## config.mk

```make
export PLATFORM = sky130hd
export DESIGN_NAME = microblaze_0_bram_port_arbiter_flat
export DESIGN_NICKNAME = d
export VERILOG_FILES = /design/src/rtl/microblaze_0_bram_port_arbiter_if.sv /design/src/rtl/microblaze_0_bram_port_arbiter.sv /design/src/flat_wrapper.sv
export SDC_FILE = /design/constraint.sdc
export NUM_CORES = 1
export LEC_CHECK = 0
export ABC_AREA = 0
export BUFFER_PORTS_ARGS = -buffer_cell sky130_fd_sc_hd__buf_2
export CAP_MARGIN = 40
export CORE_MARGIN = 2
export CORE_UTILIZATION = 23
export CTS_BUF_LIST = sky130_fd_sc_hd__clkbuf_4 sky130_fd_sc_hd__clkbuf_8 sky130_fd_sc_hd__clkbuf_16
export CTS_CLUSTER_DIAMETER = 30
export DETAILED_ROUTE_END_ITERATION = 8
export PLACE_DENSITY = 0.58
export SLEW_MARGIN = 20
export SYNTH_ARGS = -nofsm -noshare
export SYNTH_HDL_FRONTEND = slang
export SYNTH_SLANG_ARGS = --single-unit
```

## constraint.sdc

```tcl
create_clock -name BRAM_Clk -period 6.9 [get_ports BRAM_Clk]
set_input_delay 0.345 -clock BRAM_Clk [delete_from_list [all_inputs] [get_ports BRAM_Clk]]
set_output_delay 0.345 -clock BRAM_Clk [all_outputs]
set_load 0.01 [all_outputs]
```

## src/rtl/microblaze_0_bram_port_arbiter_if.sv

```systemverilog
// Requester-side handshake of the BRAM port B arbiter: command, acknowledge
// and completion signals for one requester.
interface microblaze_0_bram_port_arbiter_if #(
  parameter int C_PORT_DWIDTH = 32,
  parameter int C_PORT_AWIDTH = 32,
  parameter int C_NUM_WE      = 4
);
  logic                     Req;
  logic [0:C_PORT_AWIDTH-1] Addr;
  logic [0:C_NUM_WE-1]      WEN;
  logic [0:C_PORT_DWIDTH-1] WrData;
  logic                     Ack;
  logic                     RdValid;
  logic [0:C_PORT_DWIDTH-1] RdData;
  logic                     Err;

  modport master (
    output Req, Addr, WEN, WrData,
    input  Ack, RdValid, RdData, Err
  );

  modport slave (
    input  Req, Addr, WEN, WrData,
    output Ack, RdValid, RdData, Err
  );
endinterface

```

## src/rtl/microblaze_0_bram_port_arbiter.sv

```systemverilog
// Two-requester round-robin arbiter for MicroBlaze BRAM port B with window
// checking, a registered command stage and read-data return routing.
module microblaze_0_bram_port_arbiter #(
  parameter longint unsigned C_BASEADDR    = 64'h0000_0000,
  parameter longint unsigned C_MEMSIZE     = 64'h0000_4000,
  parameter int              C_PORT_DWIDTH = 32,
  parameter int              C_PORT_AWIDTH = 32,
  parameter int              C_NUM_WE      = 4
) (
  input  logic                     BRAM_Clk,
  input  logic                     BRAM_Resetn,
  microblaze_0_bram_port_arbiter_if.slave i_req0,
  microblaze_0_bram_port_arbiter_if.slave i_req1,
  output logic                     BRAM_Rst_B,
  output logic                     BRAM_EN_B,
  output logic [0:C_NUM_WE-1]      BRAM_WEN_B,
  output logic [0:C_PORT_AWIDTH-1] BRAM_Addr_B,
  output logic [0:C_PORT_DWIDTH-1] BRAM_Dout_B,
  input  logic [0:C_PORT_DWIDTH-1] BRAM_Din_B
);

  // Window bounds are one bit wider so BASE + SIZE cannot wrap.
  localparam logic [C_PORT_AWIDTH:0] LP_BASE  = (C_PORT_AWIDTH+1)'(C_BASEADDR);
  localparam logic [C_PORT_AWIDTH:0] LP_LIMIT = LP_BASE + (C_PORT_AWIDTH+1)'(C_MEMSIZE);

  typedef struct packed {
    logic valid;
    logic id;
    logic is_read;
    logic err;
  } tag_t;

  logic                     r_last_grant;
  tag_t                     r_tag1;
  tag_t                     r_tag2;
  logic                     r_en;
  logic [0:C_NUM_WE-1]      r_wen;
  logic [0:C_PORT_AWIDTH-1] r_addr;
  logic [0:C_PORT_DWIDTH-1] r_dout;
  logic [0:1]               r_rdvalid;
  logic [0:1]               r_err;
  logic [0:C_PORT_DWIDTH-1] r_rddata [0:1];

  logic                     w_any_req;
  logic                     w_grant_id;
  logic [0:C_PORT_AWIDTH-1] w_addr;
  logic [0:C_NUM_WE-1]      w_wen;
  logic [0:C_PORT_DWIDTH-1] w_wdata;
  logic [C_PORT_AWIDTH:0]   w_addr_ext;
  logic                     w_in_win;
  logic                     w_is_read;

  always_comb begin
    w_any_req = i_req0.Req | i_req1.Req;
    if (i_req0.Req && i_req1.Req) begin
      w_grant_id = ~r_last_grant;
    end else if (i_req1.Req) begin
      w_grant_id = 1'b1;
    end else begin
      w_grant_id = 1'b0;
    end
    if (w_grant_id) begin
      w_addr  = i_req1.Addr;
      w_wen   = i_req1.WEN;
      w_wdata = i_req1.WrData;
    end else begin
      w_addr  = i_req0.Addr;
      w_wen   = i_req0.WEN;
      w_wdata = i_req0.WrData;
    end
    w_addr_ext = {1'b0, w_addr};
    w_in_win   = (w_addr_ext >= LP_BASE) && (w_addr_ext < LP_LIMIT);
    w_is_read  = (w_wen == {C_NUM_WE{1'b0}});
  end

  assign i_req0.Ack = w_any_req & ~w_grant_id & BRAM_Resetn;
  assign i_req1.Ack = w_any_req &  w_grant_id & BRAM_Resetn;

  always_ff @(posedge BRAM_Clk) begin
    if (!BRAM_Resetn) begin
      r_last_grant <= 1'b1;
      r_tag1       <= '0;
      r_tag2       <= '0;
      r_en         <= 1'b0;
      r_wen        <= {C_NUM_WE{1'b0}};
      r_addr       <= {C_PORT_AWIDTH{1'b0}};
      r_dout       <= {C_PORT_DWIDTH{1'b0}};
      r_rdvalid    <= 2'b00;
      r_err        <= 2'b00;
      r_rddata[0]  <= {C_PORT_DWIDTH{1'b0}};
      r_rddata[1]  <= {C_PORT_DWIDTH{1'b0}};
    end else begin
      if (w_any_req) begin
        r_last_grant <= w_grant_id;
        r_tag1       <= {1'b1, w_grant_id, w_is_read, ~w_in_win};
        if (w_in_win) begin
          r_en   <= 1'b1;
          r_wen  <= w_wen;
          r_addr <= {w_addr[0:C_PORT_AWIDTH-3], 2'b00};
          r_dout <= w_wdata;
        end else begin
          r_en  <= 1'b0;
          r_wen <= {C_NUM_WE{1'b0}};
        end
      end else begin
        r_tag1 <= '0;
        r_en   <= 1'b0;
      end
      // Stage 2 tag lines up with BRAM_Din_B; stage 3 routes it home.
      r_tag2 <= r_tag1;
      for (int i = 0; i < 2; i++) begin
        r_rdvalid[i] <= r_tag2.valid && (r_tag2.id == 1'(i)) && r_tag2.is_read;
        r_err[i]     <= r_tag2.valid && (r_tag2.id == 1'(i)) && r_tag2.err;
        if (r_tag2.valid && (r_tag2.id == 1'(i)) && r_tag2.is_read) begin
          r_rddata[i] <= r_tag2.err ? {C_PORT_DWIDTH{1'b0}} : BRAM_Din_B;
        end
      end
    end
  end

  assign BRAM_Rst_B     = 1'b0;
  assign BRAM_EN_B      = r_en;
  assign BRAM_WEN_B     = r_wen;
  assign BRAM_Addr_B    = r_addr;
  assign BRAM_Dout_B    = r_dout;
  assign i_req0.RdValid = r_rdvalid[0];
  assign i_req0.Err     = r_err[0];
  assign i_req0.RdData  = r_rddata[0];
  assign i_req1.RdValid = r_rdvalid[1];
  assign i_req1.Err     = r_err[1];
  assign i_req1.RdData  = r_rddata[1];

endmodule

```

## src/flat_wrapper.sv

```systemverilog
// flat-port wrapper written by rule: the top's interface ports become plain ports
module microblaze_0_bram_port_arbiter_flat 
#(
  parameter longint unsigned C_BASEADDR    = 64'h0000_0000,
  parameter longint unsigned C_MEMSIZE     = 64'h0000_4000,
  parameter int              C_PORT_DWIDTH = 32,
  parameter int              C_PORT_AWIDTH = 32,
  parameter int              C_NUM_WE      = 4
)
  (BRAM_Clk, BRAM_Resetn, BRAM_Rst_B, BRAM_EN_B, BRAM_WEN_B, BRAM_Addr_B, BRAM_Dout_B, BRAM_Din_B, i_req0_Req, i_req0_Addr, i_req0_WEN, i_req0_WrData, i_req0_Ack, i_req0_RdValid, i_req0_RdData, i_req0_Err, i_req1_Req, i_req1_Addr, i_req1_WEN, i_req1_WrData, i_req1_Ack, i_req1_RdValid, i_req1_RdData, i_req1_Err);
  microblaze_0_bram_port_arbiter_if #(.C_PORT_DWIDTH(C_PORT_DWIDTH), .C_PORT_AWIDTH(C_PORT_AWIDTH), .C_NUM_WE(C_NUM_WE)) i_req0_i ();
  microblaze_0_bram_port_arbiter_if #(.C_PORT_DWIDTH(C_PORT_DWIDTH), .C_PORT_AWIDTH(C_PORT_AWIDTH), .C_NUM_WE(C_NUM_WE)) i_req1_i ();
  input  logic BRAM_Clk;
  input  logic BRAM_Resetn;
  output logic BRAM_Rst_B;
  output logic BRAM_EN_B;
  output logic [0:C_NUM_WE-1] BRAM_WEN_B;
  output logic [0:C_PORT_AWIDTH-1] BRAM_Addr_B;
  output logic [0:C_PORT_DWIDTH-1] BRAM_Dout_B;
  input  logic [0:C_PORT_DWIDTH-1] BRAM_Din_B;
  input wire logic [$bits(i_req0_i.Req)-1:0] i_req0_Req;
  input wire logic [$bits(i_req0_i.Addr)-1:0] i_req0_Addr;
  input wire logic [$bits(i_req0_i.WEN)-1:0] i_req0_WEN;
  input wire logic [$bits(i_req0_i.WrData)-1:0] i_req0_WrData;
  output wire logic [$bits(i_req0_i.Ack)-1:0] i_req0_Ack;
  output wire logic [$bits(i_req0_i.RdValid)-1:0] i_req0_RdValid;
  output wire logic [$bits(i_req0_i.RdData)-1:0] i_req0_RdData;
  output wire logic [$bits(i_req0_i.Err)-1:0] i_req0_Err;
  input wire logic [$bits(i_req1_i.Req)-1:0] i_req1_Req;
  input wire logic [$bits(i_req1_i.Addr)-1:0] i_req1_Addr;
  input wire logic [$bits(i_req1_i.WEN)-1:0] i_req1_WEN;
  input wire logic [$bits(i_req1_i.WrData)-1:0] i_req1_WrData;
  output wire logic [$bits(i_req1_i.Ack)-1:0] i_req1_Ack;
  output wire logic [$bits(i_req1_i.RdValid)-1:0] i_req1_RdValid;
  output wire logic [$bits(i_req1_i.RdData)-1:0] i_req1_RdData;
  output wire logic [$bits(i_req1_i.Err)-1:0] i_req1_Err;
  assign i_req0_i.Req = i_req0_Req;
  assign i_req0_i.Addr = i_req0_Addr;
  assign i_req0_i.WEN = i_req0_WEN;
  assign i_req0_i.WrData = i_req0_WrData;
  assign i_req0_Ack = i_req0_i.Ack;
  assign i_req0_RdValid = i_req0_i.RdValid;
  assign i_req0_RdData = i_req0_i.RdData;
  assign i_req0_Err = i_req0_i.Err;
  assign i_req1_i.Req = i_req1_Req;
  assign i_req1_i.Addr = i_req1_Addr;
  assign i_req1_i.WEN = i_req1_WEN;
  assign i_req1_i.WrData = i_req1_WrData;
  assign i_req1_Ack = i_req1_i.Ack;
  assign i_req1_RdValid = i_req1_i.RdValid;
  assign i_req1_RdData = i_req1_i.RdData;
  assign i_req1_Err = i_req1_i.Err;
  microblaze_0_bram_port_arbiter #(.C_BASEADDR(C_BASEADDR), .C_MEMSIZE(C_MEMSIZE), .C_PORT_DWIDTH(C_PORT_DWIDTH), .C_PORT_AWIDTH(C_PORT_AWIDTH), .C_NUM_WE(C_NUM_WE)) u_core (.BRAM_Clk(BRAM_Clk), .BRAM_Resetn(BRAM_Resetn), .i_req0(i_req0_i), .i_req1(i_req1_i), .BRAM_Rst_B(BRAM_Rst_B), .BRAM_EN_B(BRAM_EN_B), .BRAM_WEN_B(BRAM_WEN_B), .BRAM_Addr_B(BRAM_Addr_B), .BRAM_Dout_B(BRAM_Dout_B), .BRAM_Din_B(BRAM_Din_B));
endmodule
```

Word-level counts from Yosys, hierarchy flattened
Memories as Yosys holds them, arrays and structs flattened.
Index checks and enable logic that the tools add are counted.
{"block": "word_totals", "register_bits": 80, "ram_bits": 64, "inputBits": 172, "output_inout_bits": 140, "elab_cells": 56, "mem_count": 1}
{"name": "u_core.r_rddata", "words": 2, "word_bits": 32, "rd": 2, "rd_ports_with_merged_regs": 0, "wr": 2, "line": "microblaze_0_bram_port_arbiter.sv:42", "source": "logic [0:C_PORT_DWIDTH-1] r_rddata [0:1];"}
{"block": "classes", "magnitude_cmp": 1, "muxes": 18, "bitwise_logic": 11, "reduce_logical": 10}
{"op": "two-way mux 32 bit", "count": 5}
{"op": "less-than comparator 32 x 15 -> 1 bit, second input constant", "count": 1}
{"op": "two-way mux 4 bit", "count": 3}
{"op": "two-way mux 1 bit", "count": 10}
{"op": "logical AND 1 bit", "count": 7}
{"op": "bitwise AND 1 bit", "count": 4}
{"op": "logical NOT 4 bit", "count": 1}
{"op": "inverter 1 bit", "count": 4}
{"op": "AND reduction 2 bit", "count": 2}
{"op": "OR 1 bit", "count": 3}

Longest topological paths before layout
Gate-level depths: netlist (run 1).
{"block": "logic_depth", "word_depth": 7, "depth_mapped": 7, "depth_no_buf": 5}

Worst setup path before layout (run 1)
Ideal clock, no wire load.
{"block": "synth_timing", "path_type": "input port to flip-flop", "from": "input BRAM_Resetn", "to": "memory u_core.r_rddata[0][0] (netlist bit), enable pin", "setup_ns": 0.466, "arrival_ns": 3.019, "t_required_ns": 6.434, "slack_ns": 3.415, "cell_stages": 3, "path_buffers": 1, "cell_sequence": "clkbuf_1 nand3_1 o21ai_0"}
{"item": "from (decl)", "line": "flat_wrapper.sv:14", "source": "input logic BRAM_Resetn;"}
{"item": "to (decl)", "line": "microblaze_0_bram_port_arbiter.sv:42"}

Worst setup path in the final report (run 1)
{"block": "layout_timing", "from": "register u_core.r_last_grant", "to": "register u_core.r_addr (netlist bit u_core.BRAM_Addr_B[11])"}
{"block": "layout_via", "elab_chain_cells": 5}
{"item": "from (decl)", "line": "microblaze_0_bram_port_arbiter.sv:33", "source": "logic r_last_grant;"}
{"item": "from (signal assigned)", "line": "microblaze_0_bram_port_arbiter.sv:94", "source": "r_last_grant <= w_grant_id;"}
{"item": "inverter 1 bit *", "line": "microblaze_0_bram_port_arbiter.sv:56", "source": "w_grant_id = ~r_last_grant;"}
{"item": "two-way mux 1 bit *", "line": "microblaze_0_bram_port_arbiter.sv:55", "source": "if (i_req0.Req && i_req1.Req) begin"}
{"item": "two-way mux 32 bit *", "line": "microblaze_0_bram_port_arbiter.sv:62", "source": "if (w_grant_id) begin"}
{"item": "less-than comparator 32 x 15 -> 1 bit", "line": "microblaze_0_bram_port_arbiter.sv:72", "source": "w_in_win = (w_addr_ext >= LP_BASE) && (w_addr_ext < LP_LIMIT);"}
{"item": "AND reduction 2 bit (no line)"}
{"item": "to (signal assigned)", "line": "microblaze_0_bram_port_arbiter.sv:86", "source": "r_addr <= {C_PORT_AWIDTH{1'b0}};"}
{"item": "to (signal assigned)", "line": "microblaze_0_bram_port_arbiter.sv:99", "source": "r_addr <= {w_addr[0:C_PORT_AWIDTH-3], 2'b00};"}
{"item": "to (decl)", "line": "microblaze_0_bram_port_arbiter.sv:38", "source": "logic [0:C_PORT_AWIDTH-1] r_addr;"}
Every way passes the cells marked *; elsewhere a longest branch is shown, timed or not.
A chain may end at the register's enable or synchronous reset.

==> results of run 1 <==
-- metrics by stage --
step / std cells / setup WS (ns) / cell area [um2]
floorplan: 414 / 3.415 / 5483
global placement: 1019 / 3.599 / 7284
detailed placement: 1020 / 3.574 / 7305
CTS: 1051 / 3.713 / 7874
global route: 1051 / 3.553 / 7874
finish: 1051 / 3.883 / 7874
-- per-layer routing --
layer | global-route usage (%) | routed length [um] | up-vias
met2 | 19.01 | 6591 | 218
met5 | 0 | 0 | -
li1 | - | - | 2049
met1 | 12.36 | 5803 | 1832
met4 | 3.904 | 125 | 0
met3 | 3.783 | 1416 | 6
-- worst paths after layout --
path / cells past startpoint / start / end / slack, ns
min reg2reg: 1 / u_core.r_tag1[2] / u_core.r_tag2[2] / 0.43
min: 3 / i_req1_Req / u_core.r_last_grant / 0.22
max reg2reg: 7 / u_core.r_last_grant / u_core.BRAM_Addr_B[11] / 3.88
max: 7 / u_core.r_last_grant / u_core.BRAM_Addr_B[11] / 3.88
-- area by class of cell --
type / instances / area [um2] / area share [%]
clock buffer: 17 / 425.4 / 5.403
clock inverter: 14 / 143.9 / 1.827
inverter: 3 / 11.26 / 0.1430
multi-input combinational: 244 / 1792 / 22.76
sequential: 144 / 3523 / 44.75
tap: 319 / 399.1 / 5.069
timing repair buffer: 310 / 1579 / 20.05
-- cell families after synthesis --
family,Yosys count,synth area share (%)
buffers and inverters,26,3.382
AO/OA/AOI/OAI,9,1.280
AND/OR/NAND/NOR,140,13.09
flip-flops,144,64.35
multiplexers,92,17.82
other,1,0.06849
-- report_power, final --
part | switching, uW | total, uW | internal (uW)
registers | 5.07 | 910 | 905
logic | 63.1 | 136 | 72.5
clock network | 386 | 892 | 506
total | 454 | 1940 | 1480
-- placed cells by master, fill, tap and decap left out, drive strengths merged, types with 2 or more instances in the layout --
cell type / instances
and2: 56
buf: 310
clkbuf: 17
clkinvlp: 4
conb: 3
dfxtp: 80
edfxtp: 64
inv: 11
mux2: 44
mux2i: 48
nand2: 5
nand3: 7
nand4: 2
nor2: 59
nor4: 8
o21ai: 3
o31ai: 4
-- state kept, by name, summed over array words and instances (netlist names) --
register and count:
u_core.BRAM_Dout_B 32, u_core.r_err 2, u_core.BRAM_WEN_B 4, u_core.r_last_grant 1, u_core.BRAM_Addr_B 30, u_core.r_tag2 4, u_core.r_rdvalid 2, u_core.BRAM_EN_B 1
u_core.r_tag1 4, u_core.r_rddata 64
-- worst reg2reg max path, delay by kind of cell (launching register included) --
family / cells / cell delay [ns]
AOI/OAI and AO/OA: 2 / 0.71
DFF: 1 / 0.34
buffers and inverters: 2 / 1.16
and+or+nand+nor: 3 / 0.70
==> summary.txt, run 1 <==
Outcome
  • Outcome: complete, no violations

Place
  • Port Buf Inserts: a little over 300
  • Dpl hpwl: approximately 10000 um
  • GP Congestion: about 0.71

Worst setup path
  • Worst-path cell chain: a21boi_4, buf_4, nand4_1, o22ai_4, buf_4, nor2_4, and2_1
  • Setup Crit Path Kind: reg2reg
  • Critical path's largest stage delay: between 0.6 and 0.7 ns
  • Slowest CP cell: buf_4
  • Buffers & Inverters on Critical Path: 2
  • Critical Path RT: about 7.2 ns
  • Critical path launch point type: flop
  • WP data arrival: about 3.3 ns
  • Crit. End Element: flop
  • Most used cell, CP: buf_4
  • Crit path max fanout: 45
  • Worst path top cell family by delay: buffers and inverters

Synth
  • Post-Syn Area per Cell: 13.29 um2
  • Largest area contributor in the netlist: edfxtp_1
  • Post-Synthesis Cells: 412
  • Area share of the largest cell type after synthesis: between 30% and 40%
  • Area contributors post-synth: edfxtp_1, dfxtp_1, mux2_2
  • Syn. warnings: 0
  • Post-synthesis sequential area ratio: between 60% and 70%
  • Yosys cell types: 27
  • Synth Flop Type: dfxtp_1
  • Asr flop ratio synth: 0%
  • Synthesized flop and latch total: between 100 and 150
  • Post-Syn Area: between 0.005 and 0.006 mm2
  • Post-synth EDFFs: 64
  • Top post-synthesis cells by count: dfxtp_1, edfxtp_1, nor2_1, and2_1, mux2i_1
  • Count leader, synth: dfxtp_1

CTS
  • Worst-path clk slew: around 0.060 ns
  • Root Buffer: clkbuf_16
  • CTS tree: built
  • Cts hold-fix bufs: 0
  • Clock buffer count from CTS: 17
  • H-tree levels: 4
  • Sink Count: 144
  • Post-CTS Setup Repair Bufs: 0
  • Worst-skew pair later-pin latency: between 0.4 and 0.5 ns
  • CTS Buffer Depth: 2
  • Post-CTS sizing: 0

Die
  • Die area: 0.02506 mm2
  • CORE AREA: around 0.023 mm2
  • Die Y: 158.3 um
  • FP Rows: 56
  • Ports: around 310
  • Chip width: about 160 um
  • Starting density of the core: a little under a quarter

GRT
  • First-pass GRT wire length: 20920 um
  • Number of global-route vias before repair: slightly above 4000
  • Global Route Usage Sum: between 10% and 20%
  • Maximum number of pins on one net before global-route repair: between 40 and 50
  • Grt ovf: 0
  • Initial antenna violation count: 0

Timing
  • RSZ-0062 raised after global routing: false
  • Worst hold slack: 0.2221 ns
  • Period utilisation layout: 43.72%
  • Clock skew: about 0.016 ns
  • Final number of hold-violating endpoints: 0
  • Final Max Tran Viols: 0
  • Relative slew slack: 47.05%
  • Max Fclk: 331.5 MHz
  • Min Tclk post-route: ~3.0 ns
  • Least-Margin Pin Slew: 0.7942 ns
  • TNS Setup: 0 ns
  • Final setup fails: 0

Finish
  • Fill cell count: 2407
  • Final core occ: around a third
  • Ant. Diodes: 0
  • Layout cell share with drive strength beyond 1: between 50 and 60%
  • Area Overhead vs Synth: 43.81%
  • Final net count: about 890

Drt
  • Vias/cell: just under 4
  • Vias: between 4000 and 5000
  • WL final: about 14000 um
  • DRT Pass-1 Iters: 4
  • Iter 0 DRT Violations: 140
  • Routed len/inst: 13.26 um
  • # DRC: 0
  • Final ANT Viol Nets: 0

Min path
  • Hold WC Path Type: in2reg

Power
  • Power density over the cells: around 250 mW/mm2
  • Power Total: roughly 1900 uW
  • Worst vdd rail ir drop: about 0.00011 V
  • Pleak: 0.003506 uW

Run
  • Max cap viols: 0
(Power assumes the default switching activity.)
==> inputs of run 2 (changes only) <==
==> constraint.sdc (replaced) <==
create_clock -name BRAM_Clk -period 3.2 [get_ports BRAM_Clk]
set_input_delay 0.16 -clock BRAM_Clk [delete_from_list [all_inputs] [get_ports BRAM_Clk]]
set_output_delay 0.16 -clock BRAM_Clk [all_outputs]
set_load 0.01 [all_outputs]
==> summary.txt, run 2 (synthesized netlist as in run 1, its figures left out) <==
Run
  • Max cap viols: 0 (unchanged)

Worst setup path
  • Worst path top cell family by delay: compound AO/OA/AOI/OAI gates
  • Critical Path RT: 3.51 ns (-3.69 ns)
  • Critical path's largest stage delay: 0.49 ns (-0.15 ns)
  • Crit. End Element: flop
  • Slowest CP cell: o22ai_4
  • Crit path max fanout: 37 (-18%)
  • Worst-path cell chain: a21boi_4, nand4b_1, o22ai_4, buf_12, mux2i_1, nor2_1
  • WP data arrival: 2.29 ns (-1.03 ns)
  • Buffers & Inverters on Critical Path: 1 (-1)
  • Setup Crit Path Kind: reg2reg
  • Critical path launch point type: flop

Place
  • GP Congestion: 0.7383 (+4.0%)
  • Port Buf Inserts: 304 (unchanged)
  • Dpl hpwl: 10320 um (+1.8%)

GRT
  • Initial antenna violation count: 0 (unchanged)
  • Grt ovf: 0 (unchanged)
  • Maximum number of pins on one net before global-route repair: 52 (+13%)
  • Number of global-route vias before repair: 3976 (-3.1%)
  • First-pass GRT wire length: 21320 um (+1.9%)
  • Global Route Usage Sum: 11.30% (+0.39 points)

Die
  • Die Y: 158.3 um (unchanged)
  • FP Rows: 56 (unchanged)
  • CORE AREA: 0.02340 mm2 (unchanged)
  • Ports: 312 (unchanged)
  • Chip width: 158.3 um (unchanged)
  • Starting density of the core: 23.40% (unchanged)
  • Die area: 0.02506 mm2 (unchanged)

CTS
  • Clock buffer count from CTS: 17 (unchanged)
  • Worst-path clk slew: 0.07 ns (about the same)
  • H-tree levels: 4 (unchanged)
  • Worst-skew pair later-pin latency: 0.42 ns (about the same)
  • Post-CTS Setup Repair Bufs: 0 (unchanged)
  • CTS Buffer Depth: 2 (unchanged)
  • Post-CTS sizing: 0 (unchanged)
  • Cts hold-fix bufs: 0 (unchanged)
  • Root Buffer: clkbuf_16
  • Sink Count: 144 (unchanged)
  • CTS tree: built

Drt
  • Top layer in use: met4
  • WL final: 14260 um (+2.3%)
  • Vias/cell: 3.899 (-0.17%)
  • Final ANT Viol Nets: 0 (unchanged)
  • Routed len/inst: 13.56 um (+2.2%)
  • Vias: 4102 (-0.073%)
  • Met1 wire length: 6149 um (+6.0%)
  • Iter 0 DRT Violations: 167 (+19%)
  • WL met2: 6414 um (-2.7%)
  • Routed wl met3: 1544 um (+9.0%)
  • DRT Pass-1 Iters: 4 (unchanged)
  • # DRC: 0 (unchanged)

Finish
  • Final net count: 892 (unchanged)
  • Max FFs per register: 64 (unchanged)
  • Area Overhead vs Synth: 43.83% (about the same)
  • Ant. Diodes: 0 (unchanged)
  • Commonest cells after routing, fill and taps aside: buf_2, dfxtp_1, edfxtp_1
  • Layout cell share with drive strength beyond 1: 53.34% (+0.064 points)
  • Most flops, register: u_core.r_rddata
  • Final core occ: 33.65% (about the same)
  • Most common cell after layout, fill and taps aside: buf_2

Power
  • Power density over the cells: 527.2 mW/mm2 (+110%)
  • Pleak: 0.003496 uW (-0.28%)
  • Worst vdd rail ir drop: 0.0002527 V (+120%)

Timing
  • Final Max Tran Viols: 0 (unchanged)
  • RSZ-0062 raised after global routing: false
  • TNS Setup: 0 ns (unchanged)
  • Worst hold slack: 0.03256 ns (-0.1895 ns)
  • Relative slew slack: 54.97% (+7.9 points)
  • Final number of hold-violating endpoints: 0 (unchanged)
  • Max Fclk: 505.0 MHz (+52%)
  • Clock skew: 0.01256 ns (-0.003813 ns)
  • Period utilisation layout: 61.88% (+18 points)
  • Least-Margin Pin Slew: 0.6754 ns (-0.1188 ns)
  • Min Tclk post-route: 1.980 ns (-1.036 ns)
  • Final setup fails: 0 (unchanged)

Min path
  • Hold WC Path Type: in2reg

Outcome
  • Outcome: complete, no violations
run 2: cell count changes in the layout (fill, tap and decap cells not counted), sizes merged:
cell / change
clkinvlp: +2
clkbuf: +1
bufinv: -1
inv: -1
run 2: final timing paths:
path	depth (start not counted)	from	end	slack, ns
worst min register to register	1	u_core.r_tag1[0]	u_core.r_tag2[0]	0.44
worst max register to register	6	u_core.r_last_grant	u_core.BRAM_Dout_B[4]	1.22
worst max-delay path	6	u_core.r_last_grant	u_core.BRAM_Dout_B[4]	1.22
worst min-delay path	3	i_req1_Req	u_core.r_last_grant	0.03
run 2: per-layer routing:
metal / GRT usage (%) / vias to the layer above
met5: 0 / -
met4: 3.990 / 0
met3: 4.355 / 10
met2: 18.59 / 227
met1: 13.46 / 1809
li1: - / 2056
run 2: power breakdown:
group | internal, uW | switching, uW | total, uW
logic | 156 | 138 | 294
registers | 1950 | 10.5 | 1960
clock network | 1030 | 869 | 1900
run 2: tightest hold or removal path, stage by stage:
cell and delay, ns:
buf_2 0.11, o21ai_0 0.08, nand2_1 0.06
run 2: area by class of cell:
cell class,count,area [um2]
repair buffers,310,1592
clock buffers,18,432.9
multi-input cells,244,1792
flip-flops and latches,144,3523
fillers,2405,15530
inverters,3,11.26
well taps,319,399.1
clock inverters,14,125.1
run 2: through the flow:
stage	power, uW	worst slack, ns	instance area [um2]	instances
after floorplan	2140	0.7627	5483	414
after global placement	2299	1.021	7297	1019
after detailed placement	2301	1.035	7317	1020
after CTS	4239	1.137	7875	1052
after global routing	4354	1.036	7875	1052
final	4152	1.220	7875	1052
